<file path="config.mk">
export PLATFORM = sky130hd
export DESIGN_NAME = led_pattern_gen
export DESIGN_NICKNAME = d
export VERILOG_FILES = /design/src/rtl/led_pattern_gen.sv
export SDC_FILE = /design/constraint.sdc
export NUM_CORES = 1
export LEC_CHECK = 0
export CAP_MARGIN = 0
export CORE_MARGIN = 2
export CORE_UTILIZATION = 58
export CTS_CLUSTER_SIZE = 30
export DETAILED_ROUTE_END_ITERATION = 16
export GPL_TIMING_DRIVEN = 0
export PLACE_DENSITY = 0.92
export SETUP_SLACK_MARGIN = 0.5
export SLEW_MARGIN = 30
export SYNTH_ARGS = -nofsm -noshare
export SYNTH_HDL_FRONTEND = slang
export SYNTH_SLANG_ARGS = --single-unit
</file>
<file path="constraint.sdc">
create_clock -name clk -period 2.8 [get_ports clk]
set_input_delay 0.56 -clock clk [delete_from_list [all_inputs] [get_ports clk]]
set_output_delay 0.56 -clock clk [all_outputs]
set_load 0.005 [all_outputs]
</file>
<file path="src/rtl/led_pattern_gen.sv">
// led_pattern_gen: programmable-rate tick generator driving a 4-mode LED pattern engine routed to RGB banks.
// Latency: o_tick is registered, o_led steps on the edge after o_tick is high, and the colour banks follow o_led combinationally.
// Backpressure: none. i_en=0 freezes the counter and the pattern. Optional PWM dimming is enabled with LED_PATTERN_PWM_DIM_EN.
module led_pattern_gen #(
  parameter int N_LED    = 4,
  parameter int CNT_W    = 32,
  parameter int LIMIT0   = 50000000,
  parameter int LIMIT1   = 25000000,
  parameter int LIMIT2   = 12500000,
  parameter int LIMIT3   = 6250000,
  parameter int PWM_W    = 4,
  parameter int DIM_DUTY = 4
) (
  input  logic             clk,
  input  logic             rst,
  input  logic             i_en,
  input  logic [1:0]       i_rate,
  input  logic [1:0]       i_mode,
  input  logic [1:0]       i_color,
  output logic             o_tick,
  output logic [N_LED-1:0] o_led,
  output logic [N_LED-1:0] o_led_r,
  output logic [N_LED-1:0] o_led_g,
  output logic [N_LED-1:0] o_led_b
);

  localparam logic [CNT_W-1:0] P_LIM0 = CNT_W'(LIMIT0);
  localparam logic [CNT_W-1:0] P_LIM1 = CNT_W'(LIMIT1);
  localparam logic [CNT_W-1:0] P_LIM2 = CNT_W'(LIMIT2);
  localparam logic [CNT_W-1:0] P_LIM3 = CNT_W'(LIMIT3);
  localparam logic [N_LED-1:0] P_ONE  = {{(N_LED-1){1'b0}}, 1'b1};

  typedef enum logic {DIR_LEFT = 1'b0, DIR_RIGHT = 1'b1} dir_t;

  logic [CNT_W-1:0] r_cnt;
  logic             r_tick;
  logic [N_LED-1:0] r_pattern;
  dir_t             r_dir;
  logic [1:0]       r_mode_q;
  logic [CNT_W-1:0] w_limit;
  logic [CNT_W-1:0] w_limit_m1;
  logic             w_dim;
  logic             w_sel_r;
  logic             w_sel_g;
  logic             w_sel_b;

  // Pick the tick period for the requested rate
  always_comb begin
    w_limit = P_LIM0;
    case (i_rate)
      2'd0:    w_limit = P_LIM0;
      2'd1:    w_limit = P_LIM1;
      2'd2:    w_limit = P_LIM2;
      default: w_limit = P_LIM3;
    endcase
  end

  assign w_limit_m1 = w_limit - CNT_W'(1);

  // Tick counter. The >= compare makes a drop to a faster rate fire once and then restart from 0
  always_ff @(posedge clk or posedge rst) begin
    if (rst) begin
      r_cnt  <= '0;
      r_tick <= 1'b0;
    end else if (i_en) begin
      if (r_cnt >= w_limit_m1) begin
        r_cnt  <= '0;
        r_tick <= 1'b1;
      end else begin
        r_cnt  <= r_cnt + CNT_W'(1);
        r_tick <= 1'b0;
      end
    end else begin
      r_tick <= 1'b0;
    end
  end

  // Pattern engine. A mode change only reloads the pattern; movement resumes on the following tick
  always_ff @(posedge clk or posedge rst) begin
    if (rst) begin
      r_pattern <= P_ONE;
      r_dir     <= DIR_LEFT;
      r_mode_q  <= 2'b00;
    end else if (r_tick) begin
      if (i_mode != r_mode_q) begin
        r_pattern <= P_ONE;
        r_dir     <= DIR_LEFT;
        r_mode_q  <= i_mode;
      end else begin
        case (r_mode_q)
          2'b00: r_pattern <= {r_pattern[N_LED-2:0], r_pattern[N_LED-1]};
          2'b01: r_pattern <= {r_pattern[0], r_pattern[N_LED-1:1]};
          2'b10: begin
            // Reverse on reaching an end LED so that the end LED is lit for only one step
            if (r_dir == DIR_LEFT && r_pattern[N_LED-1]) begin
              r_dir     <= DIR_RIGHT;
              r_pattern <= r_pattern >> 1;
            end else if (r_dir == DIR_RIGHT && r_pattern[0]) begin
              r_dir     <= DIR_LEFT;
              r_pattern <= r_pattern << 1;
            end else if (r_dir == DIR_LEFT) begin
              r_pattern <= r_pattern << 1;
            end else begin
              r_pattern <= r_pattern >> 1;
            end
          end
          default: r_pattern <= ~r_pattern;
        endcase
      end
    end
  end

`ifdef LED_PATTERN_PWM_DIM_EN
  logic [PWM_W-1:0] r_pwm_cnt;

  // Free-running dimming counter that gates the colour banks
  always_ff @(posedge clk or posedge rst) begin
    if (rst) r_pwm_cnt <= '0;
    else     r_pwm_cnt <= r_pwm_cnt + PWM_W'(1);
  end

  assign w_dim = (32'(r_pwm_cnt) < DIM_DUTY);
`else
  logic w_unused_pwm_cfg;
  assign w_unused_pwm_cfg = PWM_W[0] ^ DIM_DUTY[0];
  assign w_dim = 1'b1;
`endif

  assign w_sel_r = (i_color == 2'b00) || (i_color == 2'b11);
  assign w_sel_g = (i_color == 2'b01) || (i_color == 2'b11);
  assign w_sel_b = (i_color == 2'b10) || (i_color == 2'b11);

  assign o_tick  = r_tick;
  assign o_led   = r_pattern;
  assign o_led_r = r_pattern & {N_LED{w_sel_r & w_dim}};
  assign o_led_g = r_pattern & {N_LED{w_sel_g & w_dim}};
  assign o_led_b = r_pattern & {N_LED{w_sel_b & w_dim}};

endmodule

</file>
==> summary.md, run 1 <==
| Metric | Value |
|---|---|
| Post-synthesis sequential area ratio | `35.40%` |
| Compound-cell area share of the yosys netlist | `12.46%` |
| Worst hold start | `i_en` |
| Clock Sinks | `40` |
| Number of vias per cell | `6.216` |
| FILL cells | `around 290` |
| Leak | `0.001679 uW` |
| Synthesized-area fraction occupied by adder cells | `10.61%` |
| DR WL/cell | `18.60 um` |
| Routed WL | `8.108 mm` |
| Root Buffer | `clkbuf_8` |
| Drt first pass iters | `5` |
| Status | `complete, no violations` |
| Power density over the cells | `around 520 mW/mm^2` |
| Area leader, netlist | `dfrtp_1` |
| Worst hold path class | `in2reg` |
| Async set-reset flop share out of synthesis | `between 90% and 100%` |
| Main synth FF type | `dfrtp_1` |
| # diodes | `0` |
| Synth Area in Simple Gates | `a little over a quarter` |
| Syn_area_per_cell | `8.904 um^2` |
| Placed Instances | `410` |
| Post-DP Area | `0.003233 mm^2` |
| Synth unique cells | `56` |
| Crit Path Max Fanout | `5` |
| Critical path's top delay family | `compound AO/OA/AOI/OAI gates` |
| Die Y | `73.87 um` |
| # port buffers | `24` |
| Setup CP Type | `in2reg` |
| Hold Vio Cnt, Final | `0` |
| Setup crit start | `i_rate[0]` |
| Starting Density | `59.95%` |
| Ports | `26` |
| CP max stage delay | `between 0.3 and 0.4 ns` |
| Total of max-cap violations | `0` |
| Crit end category | `flip-flop` |
| Cell count after synthesis | `318` |
| First-pass GRT wire length | `11.85 mm` |
| CTS tree | `built` |
| Vias in the first global route | `between 2k and 3k` |
| CORE AREA | `0.004723 mm^2` |
| Clk_lat worst skew | `around 0.3 ns` |
| Die area | `between 0.005 and 0.006 mm^2` |
| Pins over their slew limit | `0` |
| Max_slew headroom | `64.81%` |
| Worst-path clk slew | `0.08 ns` |
| CP arrival | `2.66 ns` |
| Worst Path Required | `2.99 ns` |
| Synth top area share | `approximately 34%` |
| Final setup vio count | `0` |
| GRT Overall Usage | `28.89%` |
| Commonest cells in the netlist | `nor2_1 (48), dfrtp_1 (39), ha_1 (24), inv_1 (24)` |
| Clock buffer depth | `2` |
| WP buf/inv | `4` |
| Count leader, synth | `nor2_1` |
| Final HPWL DP | `4.940 mm` |
| Synthesized area | `0.002831 mm^2` |
| GRT overflow | `0` |
| #FFs+latches synth | `40` |
| Yosys Warn Count | `0` |
| Worst slew pin tran | `roughly 0.52 ns` |
| Share of layout cells above drive strength 1 | `roughly a quarter` |
| Dominant cells by area after synthesis | `dfrtp_1 (34%), ha_1 (11%), nor2_1 (6.4%)` |
| Via count | `2710` |
| Proportion of synthesized area in mux cells | `less than 1%` |
| Number of CTS-inserted buffers | `5` |
| Layout area overhead | `30.27%` |
| Peak VDD IR | `0.0003657 V` |
| Nets | `between 400 and 500` |
| Synthesized net count | `351` |
| Setup slack, reg-to-reg | `0.41 ns` |
| Fmax | `405.6 MHz` |
| DRC | `0` |
| Fin cells | `436` |
| Initial antenna violation count | `0` |
| Main combinational cell family by area after synthesis | `simple AND/OR/NAND/NOR gates` |
| Post-synth EDFFs | `0` |
| CTS Hold Bufs | `0` |
| Design area | `approximately 0.0037 mm^2` |
| CP Cell Sequence | `buf_8 > and2_4 > inv_4 > ha_4 > ha_4 > nand3_2 > or2_4 > a311oi_4 > o31ai_4 > a21oi_4 > buf_12 > buf_12 > nor2_2` |
| Dpl ws | `-0.6486 ns` |
| Largest net degree at the start of global routing | `23` |
| Post-route setup slack | `0.3344 ns` |
| Antenna-violating nets left | `0` |
| Xor-xnor portion of the synthesized cell area | `8.661%` |
| RePlAce Congestion | `approximately 0.9` |
| Die width | `about 74 um` |
| Critical R2R Launch | `r_cnt[1]` |
| Setup crit start kind | `input port` |
| Drt initial violations | `roughly 190` |
| Slowest stage cell on the critical path | `a311oi_4` |
| Fin Clk Skew | `0.003689 ns` |
| Htree depth | `2` |
| Tcrit/Tclk final | `88.06%` |
| Rows | `25` |
| RSZ-0062 raised after global routing | `true` |
| Post-route minimum period | `2.466 ns` |
| Hold Slack | `approximately 0.55 ns` |
final timing paths:
| kind | endpoint | depth (start not counted) |
|---|---|---|
| setup reg to reg | r_cnt[24] | 8 |
| hold / removal | r_cnt[0] | 2 |
| setup / recovery | r_cnt[25] | 13 |
| hold reg to reg | r_cnt[0] | 1 |
| min in group asynchronous | r_cnt[8] | 2 |
| max in group asynchronous | o_led[0] | 3 |
repair_timing:
action	4_1_cts	5_1_grt
cloned	2	0
buffers inserted	11	5
pin swaps	14	10
gates resized for setup	48	30
setup endpoints to repair	43	40
power breakdown:
group          leakage, uW  internal [uW]  switching [uW]
Combinational      0.00109            369             387
Clock            0.0000510            197             207
Sequential        0.000538            653            96.2
worst reg2reg max path, stage by stage, from the launching register on:
cell	delay, ns
dfrtp_1	0.42
ha_1	0.25
nand4_1	0.29
nor4_4	0.46
and2_1	0.18
buf_2	0.20
and4_2	0.26
xnor2_1	0.16
nor2_4	0.06
layer usage:
layer	wire (um)	track usage (%)	vias to the layer above
met1	3139	34.53	1303
met5	0	0	-
li1	-	-	1224
met4	334	14.34	0
met3	470	6.173	40
met2	4163	48.91	143
metrics by stage:
stage / TNS (ns) / utilization [%] / total power, uW
5_1_grt: 0 / 78.09 / 2014
3_3_place_gp: -16.80 / 67.87 / 1378
6_report: 0 / 78.09 / 1909
4_1_cts: 0 / 75.18 / 1853
2_1_floorplan: 0 / - / 1149
3_5_place_dp: -18.46 / 68.45 / 1422
placed cells by master, fill, tap and decap left out, types with 4 or more instances in the layout:
| master | n |
|---|---|
| a21oi_1 | 10 |
| a31oi_1 | 5 |
| and2_1 | 8 |
| and3_1 | 4 |
| buf_4 | 15 |
| buf_8 | 5 |
| clkbuf_8 | 6 |
| clkdlybuf4s50_1 | 14 |
| dfrtp_1 | 39 |
| dlymetal6s2s_1 | 4 |
| ha_1 | 20 |
| inv_1 | 20 |
| nand2_1 | 17 |
| nand3_1 | 15 |
| nand4_1 | 11 |
| nor2_1 | 32 |
| nor2_2 | 14 |
| nor3_1 | 8 |
| o21ai_0 | 7 |
| xnor2_1 | 18 |
| xor2_1 | 10 |
registers in the layout, summed over array words and instances (netlist names):
register  cells
r_cnt        32
o_led         4
r_mode_q      2
o_tick        1
r_dir         1
logic make-up after synthesis:
logic type,Yosys count
mux,2
compound gates,49
fa+ha+maj,24
other cells,1
simple gates,140
buf+inv,34
flops,40
xor+xnor,28
area by class of cell:
class,instances,area [um^2],area share [%]
well taps,67,83.83,2.273
clock buffers,6,82.58,2.239
inverters,25,96.34,2.612
clock inverters,2,10.01,0.2714
flip-flops and latches,40,1002,27.17
repair buffers,43,450.4,12.21
multi-input cells,244,1897,51.42
plain buffers,9,66.31,1.798
(Power assumes the default switching activity.)
==> run 2: changes to the inputs <==
- CORE_MARGIN: 2 -> 1
- GPL_TIMING_DRIVEN: 0 -> default
==> run 2 against run 1 <==
  * Utilization increased by 1.4 points
  * Fmax decreased by 1.9%
  * Highest routed layer unchanged
  * Routed wire length decreased by 3.0%
  * Register-to-register slack got worse by 0.08 ns
  * Hold slack got worse by 0.014 ns
==> summary.md, run 2 (synthesized netlist as in run 1, its figures left out) <==
| Metric | Value |
|---|---|
| Status | `complete, no violations` |
| Part of the power in registers | `a little over 40%` |
| Drt first pass iters | `5` |
| Design area | `about 0.0038 mm^2` |
| Comb pwr share | `about a third` |
| Critical R2R Launch | `r_cnt[6]` |
| Number of CTS-inserted buffers | `5` |
| Post-DP Area | `~0.0033 mm^2` |
| Share of layout cells above drive strength 1 | `25.89%` |
| Area occupied by multi-input gates | `0.001906 mm^2` |
| Post-Route Utilization | `about four fifths` |
| Clk_lat worst skew | `0.30 ns` |
| Clock power share | `26.0%` |
| Setup crit start | `i_rate[0]` |
| Layout area overhead | `32.61%` |
| # port buffers | `25` |
| Setup crit start kind | `input port` |
| Rows | `25` |
| CTS tree | `built` |
| Switching Fraction | `33.64%` |
| Post-route minimum period | `2.514 ns` |
| Die width | `71.87 um` |
| Fin cells | `between 400 and 500` |
| Sequential cell area | `0.001002 mm^2` |
| Hold EP | `r_cnt[0]` |
| Final setup vio count | `0` |
| Setup slack, reg-to-reg | `0.33 ns` |
| Nets | `399` |
| Power Internal | `1326 uW` |
| Number of vias per cell | `6.207` |
| GRT Overall Usage | `28.96%` |
| Tcrit/Tclk final | `89.79%` |
| Vias in the first global route | `2431` |
| Antenna-violating nets left | `0` |
| Die Y | `71.87 um` |
| Largest net degree at the start of global routing | `between 40 and 50` |
| Crit end category | `flip-flop` |
| Placed Instances | `418` |
| # diodes | `0` |
| Most common cell after layout, fill and taps aside | `dfrtp_1` |
| Starting Density | `59.95%` |
| Clock buffer depth | `2` |
| FILL cells | `285` |
| Largest register FFs | `32` |
| Total of max-cap violations | `0` |
| Fin Clk Skew | `0.007489 ns` |
| Fmax | `397.8 MHz` |
| Ports | `26` |
| Worst Path Required | `2.99 ns` |
| DRC | `0` |
| Worst hold path class | `reg2reg` |
| CTS Hold Bufs | `0` |
| Most flop-heavy register | `r_cnt` |
| RePlAce Congestion | `between 0.9 and 1` |
| Peak VDD IR | `0.0003221 V` |
| Psw | `671.9 uW` |
| Final HPWL DP | `4.807 mm` |
| Routed WL | `7.865 mm` |
| First-pass GRT wire length | `11.59 mm` |
| CORE AREA | `0.004723 mm^2` |
| DR WL/cell | `18.12 um` |
| Hold Slack | `0.5318 ns` |
| Setup CP Type | `in2reg` |
| Die area | `0.005165 mm^2` |
| Via count | `roughly 2.7k` |
| Pins over their slew limit | `0` |
| RSZ-0062 raised after global routing | `true` |
| Commonest cells after routing, fill and taps aside | `dfrtp_1 (39), nor2_1 (34), inv_1 (21)` |
| Root Buffer | `clkbuf_8` |
| Max_slew headroom | `66.09%` |
| Leak | `0.001687 uW` |
| Hold Path Stages | `1` |
| R2r worst-path depth | `7` |
| Htree depth | `2` |
| Worst hold start | `r_cnt[0]` |
| GRT overflow | `0` |
| Hold Vio Cnt, Final | `0` |
| Worst R2R End | `r_cnt[5]` |
| Drt initial violations | `293` |
| Worst-path clk slew | `0.08 ns` |
| Clock Sinks | `40` |
| CP arrival | `2.70 ns` |
| Initial antenna violation count | `0` |
| Worst slew pin tran | `0.5087 ns` |
| Crit Path Max Fanout | `6` |
| Power density over the cells | `around 530 mW/mm^2` |
==> run 2: cell types whose count changed in the layout (fill, tap and decap cells not counted), sizes merged <==
| cell | previous run | this run |
|---|---|---|
| dlymetal6s2s | 4 | 5 |
| clkdlybuf4s50 | 14 | 16 |
| clkbuf | 12 | 8 |
| buf | 25 | 26 |
| dlygate4sd2 | 3 | 0 |
| clkinv | 3 | 1 |
| clkdlybuf4s15 | 0 | 2 |
| bufinv | 0 | 1 |
==> run 2: area by class of cell <==
class | count | share of cell area, %
Clock inverter | 1 | 0.7997
Sequential cell | 40 | 26.69
Clock buffer | 7 | 2.566
Multi-Input combinational cell | 244 | 50.75
Timing Repair Buffer | 50 | 14.40
Tap cell | 67 | 2.233
Inverter | 25 | 2.566
==> run 2: how the worst max path moves through the flow <==
stage	to	slack, ns
2_1_floorplan	r_cnt[10]	0.30
3_3_place_gp	r_cnt[30]	-0.28
3_5_place_dp	r_cnt[3]	-0.38
4_1_cts	r_cnt[20]	0.38
5_1_grt	r_cnt[14]	0.23
6_report	r_cnt[17]	0.29
==> run 2: what timing repair did <==
action | in CTS | in global routing
setup buffers | 5 | 1
cloned | 1 | 1
setup endpoints to repair | 44 | 41
pin swaps | 14 | 13
resized for setup | 30 | 40
==> run 2: layer usage <==
metal	global-route usage [%]	vias to the layer above	part of all wire, %
met3	6.470	41	6.3
met5	0	-	0
met1	37.63	1289	40
met4	9.150	0	4.4
li1	-	1215	-
met2	48.32	149	49
==> run 2: power groups by stage <==
stage	logic (uW)	registers, uW	clock network [uW]
2_1_floorplan	415	734	0
3_3_place_gp	577	804	0
3_5_place_dp	600	811	0
4_1_cts	633	800	525
5_1_grt	728	828	548
6_report	668	810	519
==> run 2: worst max-delay path, cell delays in order <==
cell and delay (ns):
buf_8 0.09, inv_2 0.04, nand2_2 0.10, buf_4 0.15
inv_1 0.08, ha_4 0.28, buf_4 0.11, nand4_1 0.22
a311oi_4 0.40, o31ai_4 0.14, a21oi_4 0.19, buf_12 0.15
clkbuf_16 0.14, nor2_1 0.03
==> run 2: stage by stage <==
step | setup slack (ns) | total power, uW | setup TNS [ns]
floorplan | 0.3033 | 1149 | 0
global placement | -0.2823 | 1381 | -8.789
detailed placement | -0.3816 | 1411 | -10.70
CTS | 0.3768 | 1958 | 0
global route | 0.2340 | 2104 | 0
finish | 0.2859 | 1997 | 0
==> run 3: changes to the inputs <==
- CORE_MARGIN: 1 -> 2
==> run 3 against run 2 <==
  * Sequential share of layout area is 0.54 points higher
  * First-iteration DRC count is 43% lower
  * Via count is 3.8% lower
  * Register-to-register slack better by 0.14 ns
  * Total power is 3.5% lower
  * Clock skew hardly changed
  * Sequential cell count stayed put
  * Non-clock buffer count is 2 lower
  * Fmax is 4.4% higher
  * Sequential power is 0.5% lower
  * Highest routed layer unchanged
  * Hold slack better by 0.0041 ns
==> summary.md, run 3 (synthesized netlist as in run 1, its figures left out) <==
| Metric | Value |
|---|---|
| Status | `complete, no violations` |
| Clock Sinks | `40` |
| Pins over their slew limit | `0` |
| Worst slew pin tran | `about 0.56 ns` |
| Largest register FFs | `32` |
| CP arrival | `2.59 ns` |
| Crit end category | `flip-flop` |
| Crit Path Max Fanout | `7` |
| CORE AREA | `0.004723 mm^2` |
| First-pass GRT wire length | `roughly 11 mm` |
| # port buffers | `25` |
| R2r worst-path depth | `7` |
| Clock buffer depth | `2` |
| Die area | `0.005457 mm^2` |
| Post-route minimum period | `2.407 ns` |
| Most flop-heavy register | `r_cnt` |
| Most common cell after layout, fill and taps aside | `dfrtp_1` |
| Initial antenna violation count | `0` |
| Share of layout cells above drive strength 1 | `25.48%` |
| Clk_lat worst skew | `0.30 ns` |
| Largest net degree at the start of global routing | `41` |
| Setup CP Type | `in2reg` |
| Number of vias per cell | `5.998` |
| Setup_tns | `0 ns` |
| Number of CTS-inserted buffers | `5` |
| Leak | `0.001638 uW` |
| Placed Instances | `418` |
| Starting Density | `between 50% and 60%` |
| CP Cell Sequence | `buf_8 > and2_4 > inv_4 > ha_4 > ha_4 > nand3_2 > or2_4 > a311oi_4 > o31ai_4 > a21oi_4 > buf_6 > buf_12 > nor2_2` |
| Ports | `26` |
| DRC | `0` |
| FILL cells | `291` |
| CP max stage delay | `around 0.28 ns` |
| CTS Hold Bufs | `0` |
| CTS tree | `built` |
| Max_slew headroom | `approximately 62%` |
| Area occupied by multi-input gates | `0.001881 mm^2` |
| Vias in the first global route | `2404` |
| Worst-path clk slew | `0.08 ns` |
| Worst Path Required | `between 2 and 3 ns` |
| Antenna-violating nets left | `0` |
| Drt initial violations | `about 170` |
| Rows | `25` |
| Fin Clk Skew | `0.007956 ns` |
| Worst hold path class | `reg2reg` |
| Setup crit start kind | `input port` |
| Fin cells | `432` |
| Tcrit/Tclk final | `between 80% and 90%` |
| Commonest cells after routing, fill and taps aside | `dfrtp_1 (39), nor2_1 (27), inv_1 (21), ha_1 (19)` |
| RSZ-0062 raised after global routing | `true` |
| Critical path destination | `r_cnt[18]` |
| Root Buffer | `clkbuf_8` |
| Drt first pass iters | `4` |
| Critical R2R Launch | `r_cnt[6]` |
| Die width | `73.87 um` |
| Hold Slack | `approximately 0.54 ns` |
| # diodes | `0` |
| Fmax | `415.4 MHz` |
| Nets | `roughly 400` |
| Via count | `2591` |
| Routed WL | `7.485 mm` |
| Setup slack, reg-to-reg | `roughly 0.47 ns` |
| Power density over the cells | `523.7 mW/mm^2` |
| Layout area overhead | `30.00%` |
| Final HPWL DP | `4.890 mm` |
| Htree depth | `2` |
| DR WL/cell | `17.33 um` |
| Crit path top cell by count | `ha_4` |
| Post-DP Area | `between 0.003 and 0.004 mm^2` |
| Setup crit start | `i_rate[1]` |
| Final Power | `~1900 uW` |
| Worst R2R End | `r_cnt[5]` |
| Hold Vio Cnt, Final | `0` |
| Sequential cell area | `0.001002 mm^2` |
| Total of max-cap violations | `0` |
| Design area | `0.003681 mm^2` |
| Die Y | `73.87 um` |
| RePlAce Congestion | `0.8575` |
| GRT overflow | `0` |
| GRT Overall Usage | `27.04%` |
| Slowest stage cell on the critical path | `a311oi_4` |
| Peak VDD IR | `0.0003927 V` |
| Final setup vio count | `0` |
-- run 3: final cells by class --
cell class	count	area share, %
clock buffer	6	1.971
clock inverter	2	0.9517
inverter	25	2.617
multi-input combinational	244	51.09
sequential	40	27.23
tap	67	2.277
timing repair buffer	48	13.87
-- run 3: report_power, final --
group | internal [uW] | switching [uW]
clock | 265 | 207
sequential | 654 | 152
combinational | 349 | 301
total | 1270 | 660
-- run 3: routing by layer --
metal  GRT usage, %  share of wire [%]  up-vias
met5              0                  0        -
met1          33.59                 40     1263
li1               -                  -     1209
met4          9.293                2.2        0
met3          4.801                5.9       19
met2          47.02                 52      100
-- run 3: worst min path at each step --
| stage | slack, ns | cells after the start | startpoint | endpoint |
|---|---|---|---|---|
| global route | 0.56 | 1 | r_cnt[0] | r_cnt[0] |
| finish | 0.54 | 1 | r_cnt[0] | r_cnt[0] |
| global placement | 0.52 | 1 | r_cnt[0] | r_cnt[0] |
| detailed placement | 0.53 | 1 | r_cnt[0] | r_cnt[0] |
| CTS | 0.54 | 1 | r_cnt[0] | r_cnt[0] |
| floorplan | 0.50 | 1 | r_cnt[0] | r_cnt[0] |
-- run 3: worst max-delay path, delay by kind of cell --
kind / cells / cell delay (ns)
buffers and inverters: 4 / 0.48
AOI/OAI and AO/OA: 3 / 0.56
and+or+nand+nor: 4 / 0.49
adders and majority gates: 2 / 0.49
-- run 3: stage by stage --
step	utilization (%)	worst slack [ns]
2_1_floorplan	-	0.3033
3_3_place_gp	69.91	-0.2783
3_5_place_dp	69.91	-0.4077
4_1_cts	74.25	0.3697
5_1_grt	77.93	0.3426
6_report	77.93	0.3928
-- run 3: repair_timing --
item | in CTS | in global routing
endpoints found under the setup margin | 44 | 40
gates cloned | 1 | 2
setup buffers | 3 | 0
resized for setup | 30 | 42
pin swaps | 8 | 10
endpoints found under the hold margin | 0 | 0
